===== config.mk =====
export PLATFORM = sky130hd
export DESIGN_NAME = if_stage
export DESIGN_NICKNAME = d
export VERILOG_FILES = /design/src/rtl/if_stage_pkg.sv /design/src/rtl/if_stage_ifid_reg.sv /design/src/rtl/if_stage.sv
export SDC_FILE = /design/constraint.sdc
export NUM_CORES = 1
export LEC_CHECK = 0
export CORE_MARGIN = 3
export CORE_UTILIZATION = 42
export DETAILED_ROUTE_END_ITERATION = 10
export PLACE_DENSITY = 0.79
export SKIP_CTS_REPAIR_TIMING = 1
export SLEW_MARGIN = 10
export SYNTH_ARGS = -nofsm -noshare
export SYNTH_HDL_FRONTEND = slang
export SYNTH_HIERARCHICAL = 1
export SYNTH_SLANG_ARGS = --single-unit

===== constraint.sdc =====
create_clock -name clk -period 3.6 [get_ports clk]
set_input_delay 0.72 -clock clk [delete_from_list [all_inputs] [get_ports clk]]
set_output_delay 0.72 -clock clk [all_outputs]
set_load 0.02 [all_outputs]

===== src/rtl/if_stage_pkg.sv =====
// if_stage_pkg: shared pipeline constants, opcode fields and the IF/ID bundle type
package if_stage_pkg;
  localparam logic [31:0] RESET_PC_DEF = 32'h0000_0000;
  localparam logic [31:0] NOP_INSTR_DEF = 32'h0000_0000;
  localparam logic [5:0] OP_RTYPE = 6'h00;
  localparam logic [5:0] OP_J = 6'h02;
  localparam logic [5:0] OP_BEQ = 6'h04;
  localparam logic [5:0] OP_BNE = 6'h05;
  localparam logic [5:0] FUNCT_SLL = 6'h00;
  typedef struct packed {
    logic [31:0] instr;
    logic [31:0] pc_plus4;
    logic        valid;
  } ifid_t;
  typedef enum logic {RUN, WAIT_MEM} mode_t;
  function automatic logic [31:0] word_align(input logic [31:0] a);
    return {a[31:2], 2'b00};
  endfunction
endpackage


===== src/rtl/if_stage_ifid_reg.sv =====
// ifid_reg: pipeline register with flush (bubble, beats stall), hold on stall, and bubble insert
module ifid_reg import if_stage_pkg::*; #(
  parameter logic [31:0] NOP_INSTR = NOP_INSTR_DEF
) (
  input  logic  clk,
  input  logic  rst,
  input  logic  flush,
  input  logic  stall,
  input  logic  bubble,
  input  ifid_t d,
  output ifid_t q
);
  localparam ifid_t EMPTY = '{instr: NOP_INSTR, pc_plus4: 32'h0, valid: 1'b0};
  always_ff @(posedge clk) begin
    if (rst || flush || (!stall && bubble)) q <= EMPTY;
    else if (!stall) q <= d;
  end
endmodule


===== src/rtl/if_stage.sv =====
// if_stage: MIPS fetch stage owning the PC, next-PC select, imem request and the IF/ID register
module if_stage import if_stage_pkg::*; #(
  parameter logic [31:0] RESET_PC  = RESET_PC_DEF,
  parameter logic [31:0] NOP_INSTR = NOP_INSTR_DEF
) (
  input  logic        clk,
  input  logic        rst,
  input  logic        stall,
  input  logic        jump,
  input  logic [31:0] jump_target,
  input  logic        br_taken,
  input  logic [31:0] br_target,
  output logic [31:0] imem_addr,
  input  logic [31:0] imem_rdata,
  input  logic        imem_ready,
  output logic [31:0] pc,
  output logic [31:0] ifid_instr,
  output logic [31:0] ifid_pc_plus4,
  output logic        ifid_valid
);
  mode_t mode, mode_nxt;
  logic take_jump, redirect;
  logic [31:0] pc_plus4, pc_nxt;
  ifid_t ifid_d, ifid_q;
  // a stalled jump is dropped; ID re-presents it once the stall lifts
  assign take_jump = jump && !stall;
  assign redirect = br_taken || take_jump;
  assign pc_plus4 = pc + 32'd4;
  assign imem_addr = pc;
  always_comb begin
    pc_nxt = br_taken ? word_align(br_target) : take_jump ? word_align(jump_target) : (stall || !imem_ready) ? pc : pc_plus4;
    mode_nxt = (mode == RUN) ? ((!imem_ready && !redirect) ? WAIT_MEM : RUN) : ((imem_ready || redirect) ? RUN : WAIT_MEM);
  end
  always_ff @(posedge clk) begin
    pc <= rst ? RESET_PC : pc_nxt;
    mode <= rst ? RUN : mode_nxt;
  end
  assign ifid_d = '{instr: imem_rdata, pc_plus4: pc_plus4, valid: 1'b1};
  ifid_reg #(.NOP_INSTR(NOP_INSTR)) u_ifid (
    .clk    (clk),
    .rst    (rst),
    .flush  (redirect),
    .stall  (stall),
    .bubble (!imem_ready),
    .d      (ifid_d),
    .q      (ifid_q)
  );
  assign ifid_instr = ifid_q.instr;
  assign ifid_pc_plus4 = ifid_q.pc_plus4;
  assign ifid_valid = ifid_q.valid;
endmodule


==> qor_table.md <==
| Quantity | Value |
| --- | --- |
| Number of hold violations in the final report | 0 |
| Non-filler cells in the finished layout | 992 |
| Clock Root Buffer | sky130_fd_sc_hd__clkbuf_16 |
| Setup-failing EPs final | 0 |
| Detailed-routing iteration count for the pre-antenna-repair pass | 5 |
| Register clock-pin slew on the reported worst setup and hold paths | 0.07 ns |
| Type of destination of the critical path | flop |
| Netlist Area Pre-Place | 5330 µm² |
| Top cells by count, synth | sky130_fd_sc_hd__dfxtp_1 (95), sky130_fd_sc_hd__a21oi_1 (86), sky130_fd_sc_hd__nand2_1 (82), sky130_fd_sc_hd__or3b_1 (65), sky130_fd_sc_hd__buf_4 (35) |
| Crit path time final | 2.93 ns |
| Worst slew slack as a fraction of its limit | 0.154 |
| Number of remaining DRC errors | 0 |
| Largest fanout on the critical path | 9 |
| Cell types occupying the most area after synthesis | sky130_fd_sc_hd__dfxtp_1 (36%), sky130_fd_sc_hd__or3b_1 (11%), sky130_fd_sc_hd__a21oi_1 (8.1%) |
| Total clock buffers created by CTS | 9 |
| Maxcap violations | 0 |
| Data arrival time of the worst path | 3.18 ns |
| Deepest clock path buffer count | 2 |
| Achievable frequency | 341 MHz |
| Status | finished, final reports clean |
| Maximum VDD drop | 258 µV |
| Power density over cell area | 363 nW/µm² |
| Highest-delay cell along the critical path | sky130_fd_sc_hd__o21ai_0 |
| RSZ-0062 raised after global routing | false |
| Fillers | 1065 |
| Area share of the leading cell type in the synthesized netlist | 0.357 |
| Ys Warns | 6 |
| Overall die height | 119 µm |
| Input/output buffers | 222 |
| Chip width | 119 µm |
| Post-Synthesis Cells | 659 |
| Antenna violations before repair | 0 |
| Dominant synthesized flop cell | sky130_fd_sc_hd__dfxtp_1 |
| Share of synthesized flip-flops with an asynchronous set or reset | 0 |
| Worst path cell trace | clkdlybuf4s50_1 > nor2_1 > o21ai_0 > nand3_1 > o32ai_1 |
| Top-level port count | 231 |
| Die area | 14100 µm² |
| Iteration-0 DRC Markers | 480 |
| Power spent charging and discharging nets | 787 µW |
| Sort of element at the start of the critical path | input port |
| Latest clock arrival within the worst-skew pair | 0.34 ns |
| Initial Util | 0.437 |
| Layout Skew | 0.00910 ns |
| Top cell type by total area after synthesis | sky130_fd_sc_hd__dfxtp_1 |
| Portion of total power attributed to combinational logic | 0.209 |
| Clock Power Share | 0.374 |
| Met2 layer wire length in the routed design | 8130 µm |
| Flip-flop and latch count after synthesis | 95 |
| Clock sink count | 95 |
| Post-Syn Area per Cell | 8.09 µm² |
| Cell total after placement | 976 |
| Number of flops mapped to enable cells by yosys | 0 |
| Synth unique cells | 59 |
| Area growth from synthesis to layout | 43.9% |
| Met3 routed WL | 1460 µm |
| Sequential cell area fraction in the yosys report | 0.357 |
| Share of the clock period used by the worst path after layout | 0.815 |
| Lkg Pwr | 2.71 nW |
| Met1 Wirelength | 7790 µm |
| Final nets | 922 |
| Share of post-route cells with drive strength above 1 | 0.0510 |
| Total inserted antenna cells | 0 |
| Switching share of power | 0.282 |
| Routed Antenna Nets | 0 |
| Number of global-route vias before repair | 5363 |
| Min-delay worst type | flop to flop |
| Data required time at the worst endpoint | 3.85 ns |
| Fraction of power consumed by sequential logic | 0.417 |
| Setup CP Type | input port to flop |
| Final slew viol count | 0 |
| Avg Vias per Cell | 5.61 |
| Vias post-DR | 5564 |
| Buf+Inv Stages, Crit Path | 1 |
| H-tree depth reported by CTS | 3 |
| Highest routed metal layer | met4 |
| Internal power | 2.00 mW |
| Congestion Overflow GR | 0 |
| Combined global-route utilization of all metal layers | 0.245 |
| Worst Tran Pin Value | 1.26 ns |
| Placeable core region | 12200 µm² |
| Count leader, synth | sky130_fd_sc_hd__dfxtp_1 |
| Detailed-route wire length | 17800 µm |
| Post-DR wirelength/cell | 18.0 µm |
| DPL Wire Length | 12700 µm |
| Global-route wire length before repair | 28300 µm |
| Largest stage delay, worst path | 0.97 ns |
| Final GP Congestion | 0.883 |
| Hold slack final | 0.459 ns |
| Setup_tns | 0 ns |
| Maximum number of pins on one net before global-route repair | 133 |
| Cell Rows | 40 |
| CTS tree | done |
| Crit path max-delay family | compound AO/OA/AOI/OAI gates |
==> flip-flops by register name, indices dropped and copies added, names as in the netlist <==
register and cells:
u_ifid/q 65, imem_addr 30
==> per-stage QoR <==
stage | power [mW] | area, µm² | worst slack, ns | util
final | 2.79 | 7670 | 0.667 | 0.628
after detailed placement | 1.76 | 7350 | 0.429 | 0.602
after floorplan | 1.50 | 5350 | 1.26 | -
after CTS | 2.81 | 7670 | 0.787 | 0.628
after global placement | 1.75 | 7350 | 0.550 | 0.602
after global routing | 2.89 | 7670 | 0.570 | 0.628
==> worst reg2reg max path, stage by stage, from the launching register on <==
cell and delay, ns:
sky130_fd_sc_hd__dfxtp_1 0.50, sky130_fd_sc_hd__ha_1 0.25, sky130_fd_sc_hd__nand3_1 0.29, sky130_fd_sc_hd__nor2_1 0.36
sky130_fd_sc_hd__buf_4 0.23, sky130_fd_sc_hd__and4_2 0.28, sky130_fd_sc_hd__xor2_1 0.14, sky130_fd_sc_hd__or3b_1 0.36
sky130_fd_sc_hd__a21oi_1 0.14
==> path summary, 6_finish.rpt <==
| path | from | endpoint | slack (ns) | cells past startpoint |
|---|---|---|---|---|
| worst max register to register | imem_addr[2]$_SDFFE_PP0P_ | u_ifid/q[31]$_SDFFE_PP0N_ | 0.98 | 8 |
| worst min-delay path | u_ifid/q[0]$_SDFFE_PP0N_ | u_ifid/q[0]$_SDFFE_PP0N_ | 0.46 | 2 |
| worst min register to register | u_ifid/q[0]$_SDFFE_PP0N_ | u_ifid/q[0]$_SDFFE_PP0N_ | 0.46 | 2 |
| worst max-delay path | jump | imem_addr[8]$_SDFFE_PP0P_ | 0.67 | 5 |
==> cells by family (layout without fill, tap and decap cells) <==
logic type	Yosys count	in the layout	share of synthesized area
other	2	7	0.00141
xor gates and xnor gates	27	27	0.0443
buffers and inverters	100	260	0.106
AOI/OAI and AO/OA	158	158	0.181
DFF	95	95	0.357
and+or+nand+nor	272	272	0.301
muxes	4	4	0.00751
adders and majority gates	1	1	0.00235
==> cell usage in the layout, fill, tap and decap left out, drive strengths merged, types with 14 or more instances in the layout <==
| cell type | netlist | layout |
|---|---|---|
| nor2 | 34 | 34 |
| clkdlybuf4s50 | 0 | 221 |
| or3b | 65 | 65 |
| and3 | 18 | 18 |
| o21ai | 14 | 14 |
| dfxtp | 95 | 95 |
| xnor2 | 20 | 20 |
| a21oi | 87 | 87 |
| nand3 | 21 | 21 |
| nand2 | 82 | 82 |
| nand4 | 15 | 15 |
==> power groups by stage <==
stage	combinational [mW]	clock (mW)	sequential, mW
2_1_floorplan	0.298	0	1.20
3_3_place_gp	0.572	0	1.18
3_5_place_dp	0.578	0	1.18
4_1_cts	0.581	1.06	1.16
5_1_grt	0.622	1.10	1.17
6_report	0.583	1.04	1.16
==> layer usage <==
metal  vias to the layer above  global-route usage
met1                      2601               0.325
met2                       299               0.392
met5                         -                   0
li1                       2624                   -
met3                        40              0.0545
met4                         0              0.0854
==> cell type report <==
type                            count  area, µm²  share of cell area
Clock buffer                       10        229              0.0298
Clock inverter                      6       92.6              0.0121
Inverter                           10       37.5             0.00489
Multi-Input combinational cell    469       2890               0.377
Sequential cell                    95       1900               0.248
Tap cell                          168        210              0.0274
Timing Repair Buffer              234       2310               0.301
No activity file was read; power rests on OpenSTA's default activity.
